## config.mk

```make
export PLATFORM = sky130hd
export DESIGN_NAME = mem_access_ctrl
export DESIGN_NICKNAME = d
export VERILOG_FILES = /design/src/rtl/mem_access_ctrl.sv
export SDC_FILE = /design/constraint.sdc
export NUM_CORES = 1
export LEC_CHECK = 0
export CORE_AREA = 3 3 214 216
export CTS_BUF_LIST = sky130_fd_sc_hd__clkbuf_4
export DETAILED_ROUTE_END_ITERATION = 12
export DIE_AREA = 0 0 217 219
export PLACE_DENSITY = 0.64
export SLEW_MARGIN = 0
export SYNTH_ARGS = -nofsm -noshare
export SYNTH_HDL_FRONTEND = slang
export SYNTH_SLANG_ARGS = --single-unit
export TNS_END_PERCENT = 30
```

## constraint.sdc

```tcl
create_clock -name clk -period 2 [get_ports clk]
set_input_delay 0.4 -clock clk [delete_from_list [all_inputs] [get_ports clk]]
set_output_delay 0.4 -clock clk [all_outputs]
set_load 0.05 [all_outputs]
```

## src/rtl/mem_access_ctrl.sv

```systemverilog
// mem_access_ctrl: arbitrates instruction fetch and load/store traffic onto a
// single-read/single-write 64-bit memory. Sub-doubleword stores are performed
// as read-modify-write; load data is extracted and sign/zero-extended.
module mem_access_ctrl #(
    parameter int RD_LAT = 1
) (
    input  logic        clk,
    input  logic        rst_n,
    input  logic        if_req,
    input  logic [63:0] if_addr,
    output logic [31:0] if_rdata,
    output logic        if_done,
    input  logic        d_req,
    input  logic        d_we,
    input  logic [1:0]  d_size,
    input  logic        d_unsigned,
    input  logic [63:0] d_addr,
    input  logic [63:0] d_wdata,
    output logic [63:0] d_rdata,
    output logic        d_done,
    output logic [63:0] mem_raddr,
    output logic [63:0] mem_waddr,
    output logic [63:0] mem_wdata,
    output logic        mem_write,
    input  logic [63:0] mem_rdata
);

    typedef enum logic [2:0] {S_IDLE, S_ISSUE, S_WAIT, S_WRITE, S_DONE} state_t;

    localparam logic [2:0] CNT_INIT = 3'(RD_LAT - 1);

    state_t      state_q, state_d;
    logic        last_gnt_q, last_gnt_d;   // 1 = data was granted last
    logic        owner_q, owner_d;         // 1 = data requester owns the op
    logic [63:0] addr_q, addr_d;
    logic [1:0]  size_q, size_d;
    logic        uns_q, uns_d;
    logic        we_q, we_d;
    logic [63:0] wdata_q, wdata_d;
    logic [2:0]  cnt_q, cnt_d;
    logic [63:0] rbuf_q, rbuf_d;
    logic [31:0] if_rdata_q, if_rdata_d;
    logic [63:0] d_rdata_q, d_rdata_d;
    logic        if_done_q, if_done_d;
    logic        d_done_q, d_done_d;
    logic        grant_data;
    logic        dw_store;

    // Extract the low 1/2/4/8 bytes of the captured dword and extend to 64 bits.
    function automatic logic [63:0] load_ext(input logic [63:0] dw, input logic [1:0] sz,
                                             input logic uns);
        logic signed [63:0] s;
        unique case (sz)
            2'd0:    s = {{56{dw[7]  & ~uns}}, dw[7:0]};
            2'd1:    s = {{48{dw[15] & ~uns}}, dw[15:0]};
            2'd2:    s = {{32{dw[31] & ~uns}}, dw[31:0]};
            default: s = dw;
        endcase
        return s;
    endfunction

    // Replace the low N bytes of the old dword with store data; upper bytes kept.
    function automatic logic [63:0] merge_store(input logic [63:0] old, input logic [63:0] wd,
                                                input logic [1:0] sz);
        logic [63:0] m;
        unique case (sz)
            2'd0:    m = {old[63:8],  wd[7:0]};
            2'd1:    m = {old[63:16], wd[15:0]};
            2'd2:    m = {old[63:32], wd[31:0]};
            default: m = wd;
        endcase
        return m;
    endfunction

    // On a conflict the requester not granted last wins; lone requests win outright.
    assign grant_data = d_req && (!if_req || !last_gnt_q);
    assign dw_store   = we_q && (size_q == 2'd3);

    // State register and all latched operands/results.
    always_ff @(posedge clk or negedge rst_n) begin
        if (!rst_n) begin
            state_q    <= S_IDLE;
            last_gnt_q <= 1'b0;
            owner_q    <= 1'b0;
            addr_q     <= '0;
            size_q     <= '0;
            uns_q      <= 1'b0;
            we_q       <= 1'b0;
            wdata_q    <= '0;
            cnt_q      <= '0;
            rbuf_q     <= '0;
            if_rdata_q <= '0;
            d_rdata_q  <= '0;
            if_done_q  <= 1'b0;
            d_done_q   <= 1'b0;
        end else begin
            state_q    <= state_d;
            last_gnt_q <= last_gnt_d;
            owner_q    <= owner_d;
            addr_q     <= addr_d;
            size_q     <= size_d;
            uns_q      <= uns_d;
            we_q       <= we_d;
            wdata_q    <= wdata_d;
            cnt_q      <= cnt_d;
            rbuf_q     <= rbuf_d;
            if_rdata_q <= if_rdata_d;
            d_rdata_q  <= d_rdata_d;
            if_done_q  <= if_done_d;
            d_done_q   <= d_done_d;
        end
    end

    // Next-state sequencing: accept, issue read, wait latency, optional RMW write, done.
    always_comb begin
        state_d    = state_q;
        last_gnt_d = last_gnt_q;
        owner_d    = owner_q;
        addr_d     = addr_q;
        size_d     = size_q;
        uns_d      = uns_q;
        we_d       = we_q;
        wdata_d    = wdata_q;
        cnt_d      = cnt_q;
        rbuf_d     = rbuf_q;
        if_rdata_d = if_rdata_q;
        d_rdata_d  = d_rdata_q;
        if_done_d  = 1'b0;
        d_done_d   = 1'b0;
        unique case (state_q)
            S_IDLE: begin
                if (d_req || if_req) begin
                    owner_d    = grant_data;
                    last_gnt_d = grant_data;
                    addr_d     = grant_data ? d_addr : if_addr;
                    size_d     = grant_data ? d_size : 2'd2;
                    uns_d      = d_unsigned;
                    we_d       = grant_data && d_we;
                    wdata_d    = d_wdata;
                    state_d    = S_ISSUE;
                end
            end
            S_ISSUE: begin
                if (dw_store) begin
                    state_d = S_DONE;
                end else begin
                    cnt_d   = CNT_INIT;
                    state_d = S_WAIT;
                end
            end
            S_WAIT: begin
                if (cnt_q == 3'd0) begin
                    rbuf_d  = mem_rdata;
                    state_d = we_q ? S_WRITE : S_DONE;
                end else begin
                    cnt_d = cnt_q - 3'd1;
                end
            end
            S_WRITE: begin
                state_d = S_DONE;
            end
            S_DONE: begin
                state_d = S_IDLE;
                if (owner_q) begin
                    d_done_d = 1'b1;
                    if (!we_q) begin
                        d_rdata_d = load_ext(rbuf_q, size_q, uns_q);
                    end
                end else begin
                    if_done_d  = 1'b1;
                    if_rdata_d = rbuf_q[31:0];
                end
            end
            default: state_d = S_IDLE;
        endcase
    end

    // Memory-side outputs decoded from registered state and latched operands only.
    always_comb begin
        mem_raddr = (state_q != S_IDLE) ? addr_q : 64'd0;
        mem_write = ((state_q == S_ISSUE) && dw_store) || (state_q == S_WRITE);
        mem_waddr = mem_write ? addr_q : 64'd0;
        mem_wdata = 64'd0;
        if (state_q == S_WRITE) begin
            mem_wdata = merge_store(rbuf_q, wdata_q, size_q);
        end else if ((state_q == S_ISSUE) && dw_store) begin
            mem_wdata = wdata_q;
        end
    end

    assign if_rdata = if_rdata_q;
    assign d_rdata  = d_rdata_q;
    assign if_done  = if_done_q;
    assign d_done   = d_done_q;

endmodule

```

==> results of run 1 <==
-- timing repair --
item	4_1_cts	5_1_grt
gates resized for setup	101	31
pin swaps	42	14
hold buffers	1	0
hold endpoints to repair	253	0
gates cloned	5	7
buffers inserted	7	7
endpoints found under the setup margin	300	373
-- power by group --
part / switching, µW / leakage [µW] / internal, µW
logic: 15200 / 0.00617 / 12000
clock network: 2720 / 0.000632 / 2890
registers: 2290 / 0.00361 / 9190
-- critical path, cell delays in order (launching register included) --
cell,delay [ns]
dfrtp_1,0.42
buf_6,0.15
a31oi_4,0.19
nor2_4,0.06
buf_12,0.17
clkbuf_16,0.20
and2_4,0.17
buf_12,0.14
-- cells in the mapped netlist (all sizes together) --
| cell | count | area [µm²] |
|---|---|---|
| a32o | 1 | 10.01 |
| a221o | 1 | 10.01 |
| a31oi | 57 | 356.6 |
| nor4bb | 1 | 10.01 |
| a22o | 55 | 481.7 |
| dfrtp | 301 | 7532 |
| o22a | 2 | 17.52 |
| nor3b | 3 | 32.53 |
| ha | 2 | 25.02 |
| a211oi | 1 | 7.510 |
| nor3 | 4 | 36.29 |
| o21ai | 142 | 710.7 |
| and2 | 138 | 863.3 |
| nor2b | 1 | 6.260 |
| clkbuf | 62 | 232.7 |
| or3 | 1 | 6.260 |
| nand3b | 1 | 11.26 |
| nand2 | 56 | 210.2 |
| inv | 5 | 18.77 |
| nor2 | 9 | 38.79 |
| or4b | 2 | 20.02 |
| nand2b | 1 | 6.260 |
| mux2i | 65 | 650.6 |
| o221ai | 1 | 8.760 |
| o22ai | 2 | 12.51 |
| a21oi | 60 | 300.3 |
| nand3 | 2 | 10.01 |
| nor4b | 1 | 23.77 |
| and3b | 1 | 8.760 |
| buf | 41 | 231.5 |
| and4bb | 1 | 12.51 |
| or3b | 1 | 8.760 |
| a21boi | 2 | 15.02 |
| mux2 | 170 | 1914 |
-- through the flow --
stage	worst slack [ns]	hold WS, ns	area [µm²]	instances
after detailed placement	-0.1122	0.3932	22570	2309
after CTS	-0.8225	0.06686	24120	2471
final	-0.7301	0.1295	24460	2491
after global placement	-0.09740	0.3860	22570	2309
after floorplan	-0.09441	0.1044	13960	1193
after global routing	-0.8851	0.08266	24460	2491
-- sequential cells by signal (all words and copies together) (netlist names) --
register and count:
addr_q 64, d_rdata 64, rbuf_q 64, wdata_q 64
if_rdata 32, cnt_q 3, state_q 3, size_q 2
d_done 1, if_done 1, owner_q 1, uns_q 1
we_q 1
-- kinds of logic after synthesis --
kind of cell / Yosys count / synth area share (%)
AO/OA/AOI/OAI: 324 / 13.95
flip-flops: 301 / 54.42
multiplexers: 235 / 18.53
AND/OR/NAND/NOR: 223 / 9.429
buffers and inverters: 108 / 3.489
adder cells (fa/ha/maj): 2 / 0.1808
-- final cells by class --
cell class / count / area, µm² / share of cell area, %
diodes: 6 / 15.01 / 0.06138
clock buffers: 127 / 953.4 / 3.898
clock inverters: 23 / 96.34 / 0.3939
inverters: 5 / 18.77 / 0.07673
multi-input cells: 784 / 6365 / 26.02
flip-flops and latches: 301 / 7535 / 30.80
well taps: 592 / 740.7 / 3.028
repair buffers: 653 / 8736 / 35.72
-- worst paths after layout --
check,startpoint,to,slack (ns)
max in group asynchronous,rst_n,addr_q[29]$_DFFE_PN0P_,1.11
hold / removal,rst_n,addr_q[52]$_DFFE_PN0P_,0.13
setup / recovery,state_q[1]$_DFFE_PN0P_,mem_waddr[60],-0.73
setup reg to reg,state_q[2]$_DFFE_PN0P_,wdata_q[27]$_DFFE_PN0P_,-0.23
min in group clk,d_size[1],size_q[1]$_DFFE_PN0P_,0.18
hold reg to reg,wdata_q[57]$_DFFE_PN0P_,wdata_q[57]$_DFFE_PN0P_,0.49
-- per-layer routing --
metal | part of all wire [%] | vias to the layer above
met5 | 0.036 | -
met4 | 2.4 | 2
met3 | 7.4 | 95
met2 | 51 | 451
met1 | 39 | 6314
li1 | - | 5610
==> run_results.csv, run 1 <==
group,metric,value,unit
status,status,"finished with violations",
status,violations,"negative setup slack",
die,die_area,47520,µm²
critical_path,worstPathRequired,1.60,ns
final_layout,fill_cells,3767,
power_and_ir_drop,p_leak,0.01041,µW
die,num_io_pins,555,
final_layout,final_util,55.43,%
global_routing,use_met2,38.88,%
route,wl_per_cell,22.27,µm
clock_network,cts_sinks,301,
route,vias,12472,
power_and_ir_drop,finalPower,44240,µW
place,place.gp.congestion,0.8431,
global_routing,track_usage,22.31,%
sta,min_period_over_period,136.5,%
clock_network,cts_buffers,87,
clock_network,cts-htree-levels,3,
sta,min_period,2.730,ns
power_and_ir_drop,p_per_area,1809,nW/µm²
route,drtIter0Drc,654,
global_routing,busiest_layer,"met2",
critical_path,path_max_fanout,10,
clock_network,root_buffer,"clkbuf_4",
die,fp-row-count,77,
final_layout,drive_gt1_share,41.36,%
global_routing,grt.met1_usage,26.47,%
yosys,postSynthAreaPerCell,11.60,µm²
sta,grt_setup_unrepaired,"true",
clock_network,insertion_delay,0.82,ns
sta,drv_slew,0,
route,via_per_inst,5.007,
global_routing,use_met3,6.937,%
sta,setup_viol,313,
yosys,yosysSeqAreaShare,54.42,%
route,firstDrtPassIters,6,
global_routing,antenna_found_initial,4,
global_routing,grt_pass1_vias,12991,
power_and_ir_drop,peakVddDrop,1289,µV
sta,skew,0.06441,ns
run,max-cap-violations,0,
sta,fin_tns_setup,-159.85,ns
final_layout,fin_nets,2098,
clock_network,cts_tree,"yes",
critical_path,r2r_cells,7,
global_routing,grt_start_max_net_pins,71,
yosys,synth_warnings,0,
die,die_w,217,µm
global_routing,grt_pass1_wl,81480,µm
critical_path,crit_arrival,2.33,ns
clock_network,cts_max_path_buffers,3,
sta,slew_headroom,60.86,%
route,ant_nets,0,
min_path,hp-class,"in2async",
yosys,yosys_register_bits,301,
critical_path,cp-end-kind,"output pin",
critical_path,critPathKind,"reg2out",
die,initial_core_util,31.37,%
place,post-dp-hpwl,38180,µm
yosys,syn_inst,1193,
clock_network,path_clk_slew,0.06,ns
sta,hold_viol,0,
yosys,synth_cell_types,44,
sta,setup_ws,-0.7301,ns
route,drc_errors,0,
global_routing,grt.overflow.total,0,
yosys,synth_nets,1459,
route,wirelength,55480,µm
die,die_h,219,µm
sta,fmax,366.3,MHz
place,io_buffers,554,
sta,tightest_slew,0.5871,ns
final_layout,most-common-layout-cells,"clkdlybuf4s50_1 (308), dfrtp_1 (299), buf_12 (225)",
final_layout,final_common_cell,"clkdlybuf4s50_1",
final_layout,area_growth,76.72,%
die,core_area,44120,µm²
critical_path,worstSetupStartpointType,"flip-flop",
yosys,synth.cell_area,13840,µm²
Note: power is estimated with default switching activity, not from simulation.
==> inputs of run 2 (changes only) <==
--- a/config.mk
+++ b/config.mk
@@ -9,6 +9,7 @@
 export CTS_BUF_LIST = sky130_fd_sc_hd__clkbuf_4
 export DETAILED_ROUTE_END_ITERATION = 12
 export DIE_AREA = 0 0 217 219
+export HOLD_SLACK_MARGIN = 0.15
 export PLACE_DENSITY = 0.64
 export SLEW_MARGIN = 0
 export SYNTH_ARGS = -nofsm -noshare
==> constraint.sdc (replaced) <==
create_clock -name clk -period 2.6 [get_ports clk]
set_input_delay 0.52 -clock clk [delete_from_list [all_inputs] [get_ports clk]]
set_output_delay 0.52 -clock clk [all_outputs]
set_load 0.05 [all_outputs]
==> run_results.csv, run 2 (synthesized netlist as in run 1, its figures left out) <==
group,metric,value,unit
sta,setup_ws,-0.2136,ns
final_layout,fill_cells,3751,
route,wl_per_cell,23.48,µm
sta,fmax,355.4,MHz
critical_path,path_max_fanout,16,
die,die_area,47520,µm²
clock_network,cts-htree-levels,3,
power_and_ir_drop,power.switching_fraction,45.07,%
place,io_buffers,554,
die,num_io_pins,555,
power_and_ir_drop,p_clk_share,13.3,%
final_layout,area_growth,78.38,%
die,core_area,44120,µm²
sta,slew_headroom,49.82,%
route,via_per_inst,5.049,
clock_network,root_buffer,"clkbuf_4",
critical_path,cp_cell_sequence,"and2_4, buf_6, nor2_4, buf_12, a22o_1, buf_12",
critical_path,slowest_stage,"dfrtp_2",
sta,drv_slew,0,
final_layout,final_common_cell,"clkdlybuf4s50_1",
sta,min_period,2.814,ns
die,fp-row-count,77,
route,drtIter0Drc,674,
critical_path,crit_arrival,2.29,ns
clock_network,cts_tree,"yes",
critical_path,crit_top_cell,"buf_12",
die,die_h,219,µm
global_routing,grt.overflow.total,0,
power_and_ir_drop,peakVddDrop,835.6,µV
critical_path,cp-end-kind,"output pin",
sta,min_period_over_period,108.2,%
status,violations,"negative setup slack",
clock_network,insertion_delay,0.76,ns
critical_path,r2r_cells,6,
final_layout,fin_nets,2079,
route,vias,12482,
critical_path,worstPathRequired,2.08,ns
final_layout,drive_gt1_share,39.66,%
final_layout,most-common-layout-cells,"clkdlybuf4s50_1 (351), dfrtp_1 (295), buf_12 (213)",
route,wirelength,58040,µm
power_and_ir_drop,p_per_area,1408,nW/µm²
critical_path,max_stage_delay,0.48,ns
status,status,"finished with violations",
global_routing,antenna_found_initial,5,
die,initial_core_util,31.37,%
sta,hold_viol,0,
global_routing,grt_pass1_wl,84140,µm
power_and_ir_drop,p_seq_share,25.8,%
power_and_ir_drop,p_leak,0.01054,µW
clock_network,cts_buffers,86,
min_path,hp-class,"in2async",
critical_path,worstSetupStartpointType,"flip-flop",
power_and_ir_drop,combPwrFrac,60.9,%
global_routing,grt_start_max_net_pins,70,
power_and_ir_drop,p_sw,15670,µW
route,ant_nets,0,
power_and_ir_drop,finalPower,34760,µW
critical_path,path_buf_inv,3,
critical_path,reg2reg_to,"wdata_q[58]$_DFFE_PN0P_",
sta,grt_setup_unrepaired,"true",
critical_path,reg2reg_setup_slack,0.07,ns
critical_path,crit_family,"buffers and inverters",
route,firstDrtPassIters,5,
die,die_w,217,µm
critical_path,r2r_start,"state_q[1]$_DFFE_PN0P_",
run,max-cap-violations,0,
clock_network,cts_max_path_buffers,3,
sta,setup_viol,193,
place,post-dp-hpwl,38630,µm
sta,tightest_slew,0.7527,ns
sta,skew,0.04019,ns
clock_network,path_clk_slew,0.06,ns
power_and_ir_drop,p_int,19090,µW
global_routing,track_usage,23.14,%
clock_network,cts_sinks,301,
global_routing,grt_pass1_vias,13072,
place,preCtsSetupSlack,0.1915,ns
final_layout,ff_latch_area,7540,µm²
critical_path,critPathKind,"reg2out",
place,place.gp.congestion,0.8461,
final_layout,multi_input_area,6635,µm²
route,drc_errors,0,
[run 2: cell types whose count changed in the layout (fill, tap and decap cells not counted), sizes merged]
| cell | previous run | this run |
|---|---|---|
| buf | 339 | 264 |
| clkdlybuf4s50 | 308 | 351 |
| clkbuf | 132 | 143 |
| clkinv | 18 | 9 |
| dlymetal6s2s | 0 | 5 |
| dlygate4sd2 | 0 | 4 |
| bufbuf | 0 | 2 |
| bufinv | 0 | 2 |
| diode | 6 | 4 |
| inv | 9 | 7 |
| clkinvlp | 1 | 2 |
| or3 | 1 | 2 |
[run 2: power groups by stage]
stage / registers (µW) / clock network [µW] / logic (µW)
2_1_floorplan: 10800 / 0 / 8560
3_3_place_gp: 8640 / 0 / 19200
3_5_place_dp: 8760 / 0 / 19400
4_1_cts: 8770 / 4810 / 20500
5_1_grt: 9270 / 5100 / 22100
6_report: 8950 / 4640 / 21200
[run 2: repair_timing]
action	4_1_cts	5_1_grt
buffers inserted	19	6
hold endpoints to repair	301	0
pin swaps	49	77
endpoints found under the setup margin	197	198
hold buffers	1	0
cloned	7	8
gates resized for setup	94	120
[run 2: metrics by stage]
stage	hold slack [ns]	cell area (µm²)	util, %	instances	setup TNS (ns)
2_1_floorplan	0.2244	13840	-	1193	0
3_3_place_gp	0.4671	22190	50.28	2278	0
3_5_place_dp	0.4702	22190	50.28	2278	0
4_1_cts	0.1828	24030	54.45	2456	-53.31
5_1_grt	0.2358	24690	55.95	2472	-52.17
6_report	0.2829	24690	55.95	2472	-27.43
[run 2: layout make-up]
class                           instances  share of cell area (%)
Timing Repair Buffer                  634                   34.82
Sequential cell                       301                   30.54
Multi-Input combinational cell        785                   26.88
Clock buffer                          136                   4.135
Tap cell                              592                   3.000
Clock inverter                         15                  0.5169
Inverter                                5                 0.07602
Antenna cell                            4                 0.04054
[run 2: per-layer routing]
layer  GRT usage [%]  vias up  part of all wire (%)  routed length [µm]
li1                -     5566                     -                   -
met1           26.25     6238                    38               21820
met2           40.11      547                    50               28790
met3           8.059      129                   8.7                5041
met4           8.980        2                   4.1                2370
met5               0        -                 0.022                  13
[run 2: worst max path at each step]
stage / to / from / depth (start not counted) / slack (ns)
floorplan: mem_wdata[62] / state_q[2]$_DFFE_PN0P_ / 4 / 0.09
global placement: mem_wdata[19] / size_q[0]$_DFFE_PN0P_ / 6 / 0.29
detailed placement: addr_q[42]$_DFFE_PN0P_ / d_req / 5 / 0.19
CTS: mem_wdata[24] / size_q[0]$_DFFE_PN0P_ / 7 / -0.35
global route: mem_wdata[18] / size_q[0]$_DFFE_PN0P_ / 7 / -0.36
finish: mem_wdata[45] / size_q[0]$_DFFE_PN0P_ / 6 / -0.21
